File: config.mk
export PLATFORM = sky130hd
export DESIGN_NAME = minterm_sweeper
export DESIGN_NICKNAME = d
export VERILOG_FILES = /design/src/rtl/minterm_pkg.sv /design/src/rtl/sig_crc16.sv /design/src/rtl/minterm_sweeper.sv
export SDC_FILE = /design/constraint.sdc
export NUM_CORES = 1
export LEC_CHECK = 0
export CAP_MARGIN = 30
export CORE_MARGIN = 3
export CORE_UTILIZATION = 54
export CTS_CLUSTER_DIAMETER = 80
export CTS_CLUSTER_SIZE = 25
export DETAILED_ROUTE_END_ITERATION = 16
export GPL_TIMING_DRIVEN = 0
export HOLD_SLACK_MARGIN = 0.12
export PLACE_DENSITY_LB_ADDON = 0.1
export SYNTH_ARGS = -nofsm -noshare
export SYNTH_HDL_FRONTEND = slang
export SYNTH_SLANG_ARGS = --single-unit
export TNS_END_PERCENT = 30
File: constraint.sdc
create_clock -name clk -period 3.2 [get_ports clk]
set_input_delay 0.64 -clock clk [delete_from_list [all_inputs] [get_ports clk]]
set_output_delay 0.64 -clock clk [all_outputs]
set_load 0.1 [all_outputs]
File: src/rtl/minterm_pkg.sv
// Shared definitions for the minterm sweeper: FSM encoding and sweep constants.
package minterm_pkg;

    typedef enum logic [2:0] {
        S_IDLE   = 3'd0,
        S_DRIVE  = 3'd1,
        S_SETTLE = 3'd2,
        S_SAMPLE = 3'd3,
        S_DONE   = 3'd4
    } state_t;

    // Signature start value after reset or an accepted start.
    localparam logic [15:0] SIG_INIT   = 16'hFFFF;
    // Final minterm of a 7-input function; the index never wraps past it.
    localparam logic [6:0]  LAST_INDEX = 7'd127;

    // True in the states where a sweep is in flight.
    function automatic logic is_busy(input state_t s);
        return (s == S_DRIVE) || (s == S_SETTLE) || (s == S_SAMPLE);
    endfunction

endpackage

File: src/rtl/sig_crc16.sv
// Serial CRC-16 signature register: MSB-first shift with feedback polynomial POLY.
module sig_crc16
    import minterm_pkg::*;
#(
    parameter logic [15:0] POLY = 16'h1021
) (
    input  logic        clk,
    input  logic        rst,
    input  logic        clear,
    input  logic        en,
    input  logic        bit_in,
    output logic [15:0] sig
);

    logic [15:0] r_sig;

    // Signature register: reload on clear, fold one bit in per enabled cycle.
    // NOTE: clocked state uses non-blocking assignments so every register
    // samples pre-edge values regardless of statement order.
    always_ff @(posedge clk or posedge rst) begin
        if (rst) begin
            r_sig <= SIG_INIT;
        end else if (clear) begin
            r_sig <= SIG_INIT;
        end else if (en) begin
            r_sig <= {r_sig[14:0], 1'b0} ^ ((r_sig[15] ^ bit_in) ? POLY : 16'h0000);
        end
    end

    assign sig = r_sig;

endmodule

File: src/rtl/minterm_sweeper.sv
// Walks all 128 minterms of a 7-input function, samples its output after a
// configurable settle delay, and reports the ones count and a CRC signature.
module minterm_sweeper
    import minterm_pkg::*;
#(
    parameter int          SETTLE   = 1,
    parameter logic [15:0] SIG_POLY = 16'h1021
) (
    input  logic        clk,
    input  logic        rst,
    input  logic        start,
    input  logic        pause,
    input  logic        f_in,
    output logic        a,
    output logic        b,
    output logic        c,
    output logic        d,
    output logic        e,
    output logic        f,
    output logic        g,
    output logic        busy,
    output logic        done,
    output logic [7:0]  ones_count,
    output logic [15:0] signature
);

    // Last value of the wait counter before leaving SETTLE (unused when SETTLE=0).
    localparam logic [3:0] WAIT_LAST = (SETTLE > 0) ? 4'(SETTLE - 1) : 4'd0;

    state_t      r_state;
    state_t      w_next;
    logic [6:0]  r_index;
    logic [3:0]  r_wait;
    logic [7:0]  r_ones;
    logic        w_accept;
    logic        w_sample;
    logic        w_busy;

    assign w_busy   = is_busy(r_state);
    assign w_accept = (r_state == S_IDLE) && start;
    // A paused SAMPLE neither accumulates nor advances.
    assign w_sample = (r_state == S_SAMPLE) && !pause;

    // State register.
    always_ff @(posedge clk or posedge rst) begin
        if (rst) begin
            r_state <= S_IDLE;
        end else begin
            r_state <= w_next;
        end
    end

    // Next-state logic; pause freezes every in-flight state.
    // NOTE: w_next gets a default before the case so no path leaves it
    // unassigned, which would otherwise infer a latch.
    always_comb begin
        w_next = r_state;
        case (r_state)
            S_IDLE: begin
                if (start) begin
                    w_next = S_DRIVE;
                end
            end
            S_DRIVE: begin
                if (!pause) begin
                    w_next = (SETTLE > 0) ? S_SETTLE : S_SAMPLE;
                end
            end
            S_SETTLE: begin
                if (!pause && (r_wait == WAIT_LAST)) begin
                    w_next = S_SAMPLE;
                end
            end
            S_SAMPLE: begin
                if (!pause) begin
                    w_next = (r_index == LAST_INDEX) ? S_DONE : S_DRIVE;
                end
            end
            S_DONE: begin
                w_next = S_IDLE;
            end
            default: begin
                w_next = S_IDLE;
            end
        endcase
    end

    // Minterm index: cleared on accept, stepped after each sample, stops at 127.
    always_ff @(posedge clk or posedge rst) begin
        if (rst) begin
            r_index <= 7'd0;
        end else if (w_accept) begin
            r_index <= 7'd0;
        end else if (w_sample && (r_index != LAST_INDEX)) begin
            r_index <= r_index + 7'd1;
        end
    end

    // Settle wait counter: zeroed on leaving DRIVE, counts up through SETTLE.
    always_ff @(posedge clk or posedge rst) begin
        if (rst) begin
            r_wait <= 4'd0;
        end else if (w_accept) begin
            r_wait <= 4'd0;
        end else if ((r_state == S_DRIVE) && !pause) begin
            r_wait <= 4'd0;
        end else if ((r_state == S_SETTLE) && !pause && (r_wait != WAIT_LAST)) begin
            r_wait <= r_wait + 4'd1;
        end
    end

    // Ones counter: 8 bits so a full sweep of ones (128) fits.
    always_ff @(posedge clk or posedge rst) begin
        if (rst) begin
            r_ones <= 8'd0;
        end else if (w_accept) begin
            r_ones <= 8'd0;
        end else if (w_sample) begin
            r_ones <= r_ones + {7'd0, f_in};
        end
    end

    sig_crc16 #(
        .POLY   (SIG_POLY)
    ) u_sig (
        .clk    (clk),
        .rst    (rst),
        .clear  (w_accept),
        .en     (w_sample),
        .bit_in (f_in),
        .sig    (signature)
    );

    // Function inputs follow the index only while a sweep is in flight.
    assign {a, b, c, d, e, f, g} = w_busy ? r_index : 7'd0;
    assign busy       = w_busy;
    assign done       = (r_state == S_DONE);
    assign ones_count = r_ones;

endmodule

==> key figures <==
Route
  • ANT nets after route: 0
  • Routed vias: 1403
  • Highest routed layer: met4
  • Final wirelength: 4006 µm
  • Iteration-0 DRC Markers: 85
  • Routed length per instance: 15.90 µm
  • Drc violations: 0
  • Routed wl met3: 215 µm
  • Met1 Wirelength: 1658 µm
  • First-pass iteration count of the detailed router: 4
  • Post-DR vias/cell: 5.567
  • Met2 wire length: 2048 µm

Critical path
  • Worst setup SP type: register
  • CP Class: reg2out
  • Slowest stage cell on the critical path: clkdlybuf4s50_1
  • Crit path DAT: 2.38 ns
  • Required time of the critical path: 2.56 ns
  • CP Capture Type: primary output
  • CP max stage delay: 1.12 ns
  • Critical path fanouts, max: 10
  • Critical-path cell list: buf_4 > nor2_1 > and2_1 > clkdlybuf4s50_1

Logic synthesis
  • Syn avg cell area: 11.31 µm²
  • Post-Syn Area: 1833 µm²
  • Seq/Total Area, Yosys: 52.97%
  • Warnings from Yosys: 0
  • Number of flops mapped to enable cells by yosys: 0
  • Mapped Cells: 162
  • Syn Nets: 172
  • FFs w/ async S/R, synth: 100.0%
  • #FFs+latches synth: 38
  • Top FF cell, synth: dfrtp_1
  • Netlist cell types: 39

Timing
  • Finish-stage setup viols: 0
  • Period utilisation layout: 94.23%
  • Clock skew: 0.01016 ns
  • Headroom to the max-slew limit: 32.49%
  • Worst hold margin: 0.5240 ns
  • TNS Setup: 0 ns
  • Tmin final: 3.015 ns
  • Tightest Pin Transition: 1.011 ns
  • Pins over their slew limit: 0
  • Final Hold Fails: 0
  • Unrepaired setup endpoints after global routing: no
  • F_max: 0.3316 GHz

GRT
  • First-pass GRT wire length: 7044 µm
  • Initial antenna violation count: 0
  • Via count of the first global-routing pass: 1459
  • GRT Total Usage: 22.26%
  • Largest net degree at the start of global routing: 23
  • GR Overflow Total: 0

Die
  • Die ar.: 4129 µm²
  • Num rows: 20
  • Die width: 64.26 µm
  • DIE HEIGHT: 64.26 µm
  • Starting Density: 58.13%
  • Ports: 38
  • Core ar.: 3153 µm²

Hold path
  • Hold Crit Class: reg2reg

Layout
  • # diodes: 0
  • Layout Nets: 217
  • Layout cells sized above 1: 17.79%
  • Layout area overhead: 30.17%
  • Finished Cell Area: 2386 µm²

Outcome
  • Status: finished, final reports clean

Clock network
  • CTS tree: yes
  • Root Buffer: clkbuf_4
  • # Post-CTS Setup Buffers: 0
  • Clock sink count: 38
  • Clk_lat worst skew: 0.35 ns
  • Num CTS Buffers: 5
  • CTS Buffer Depth: 2
  • Clk pin slew, worst setup/hold paths: 0.12 ns
  • CTS HTree Levels: 2

Run
  • Maxcap violations: 0

Placement
  • Final HPWL DP: 2913 µm
  • Final GP Congestion: 0.7790
  • Dpl cell area: 2288 µm²
  • IO Port Bufs: 37
-- worst paths after layout --
check,startpoint,to,slack (ns),cells past startpoint
worst max-delay path,r_state[1],done,0.18,4
worst min-delay path,r_wait[2],r_wait[2],0.52,1
worst max register to register,r_state[2],ones_count[5],1.36,4
worst min register to register,r_wait[2],r_wait[2],0.52,1
max in group asynchronous,rst,u_sig.sig[6],1.86,3
min in group asynchronous,rst,r_index[1],0.71,2
-- timing repair --
| item | CTS | global route |
|---|---|---|
| gates resized for setup | 0 | 8 |
| setup endpoints to repair | 0 | 8 |
| hold buffers | 0 | 0 |
| endpoints found under the hold margin | 0 | 0 |
-- per-layer routing --
layer,vias up,track usage (%)
met3,10,6.503
met4,0,8.443
met1,684,27.52
met2,41,36.73
li1,668,-
met5,-,0
-- layout make-up --
| class | count | area, µm² |
|---|---|---|
| plain buffers | 7 | 35.03 |
| clock buffers | 5 | 37.54 |
| clock inverters | 3 | 40.04 |
| fillers | 239 | 767.0 |
| inverters | 6 | 22.52 |
| multi-input cells | 111 | 807.0 |
| flip-flops and latches | 38 | 970.9 |
| well taps | 44 | 55.05 |
| repair buffers | 38 | 417.9 |
-- worst max-delay path, delay by kind of cell, from the launching register on --
family / cells / cell delay (ns)
buf+inv: 2 / 1.29
flops: 1 / 0.39
simple gates: 2 / 0.34
-- flip-flops by register name (all words and copies together), names as in the netlist --
| register | flops |
|---|---|
| r_state | 3 |
| ones_count | 8 |
| r_index | 7 |
| u_sig.sig | 16 |
| r_wait | 4 |
-- logic make-up (layout without fill, tap and decap cells) --
family	count (synthesis)	after routing	share of synthesized area (%)
muxes	5	5	2.730
xor gates and xnor gates	14	14	6.690
AOI/OAI and AO/OA	25	25	12.15
adders and majority gates	5	5	3.413
buffers and inverters	13	59	3.140
and+or+nand+nor	62	62	18.91
DFF	38	38	52.97
-- synth_stat cells, types with 2 or more instances --
cell	instances	area, µm²
a22o_1	2	17.52
xor2_1	7	61.31
and3_1	3	18.77
nor2_1	20	75.07
nand4_1	3	18.77
nand3_1	4	20.02
ha_1	5	62.56
and2_1	9	56.30
nand2_1	11	41.29
mux2i_1	5	50.05
dfstp_2	16	420.4
dfrtp_1	22	550.5
inv_1	6	22.52
xnor2_1	7	61.31
a2bb2oi_1	2	17.52
o22a_1	14	122.6
buf_2	4	20.02
-- placed cells by master (no fill, tap or decap), types with 2 or more instances in the layout --
cell              n
ha_1              5
xor2_1            7
and3_1            3
clkinv_2          2
dfstp_2          16
inv_1             6
nand4_1           3
mux2i_1           5
nand3_1           4
o22a_1           14
a2bb2oi_1         2
a22o_1            2
nand2_1          11
clkdlybuf4s50_1  29
nor2_1           19
clkbuf_4          5
xnor2_1           7
buf_2             4
dfrtp_1          22
and2_1            9
dlymetal6s2s_1    8
-- through the flow --
stage / setup slack [ns] / cells / util, %
after floorplan: 0.2852 / 162 / -
after global placement: 0.4945 / 243 / 71.71
after detailed placement: 0.4317 / 244 / 72.58
after CTS: 0.003453 / 252 / 75.04
after global routing: 0.05198 / 252 / 75.67
final: 0.1847 / 252 / 75.67
Power is left out: the tool's default activity adds up to more than one toggle a clock period on the data nets, which glitch-free logic cannot reach.
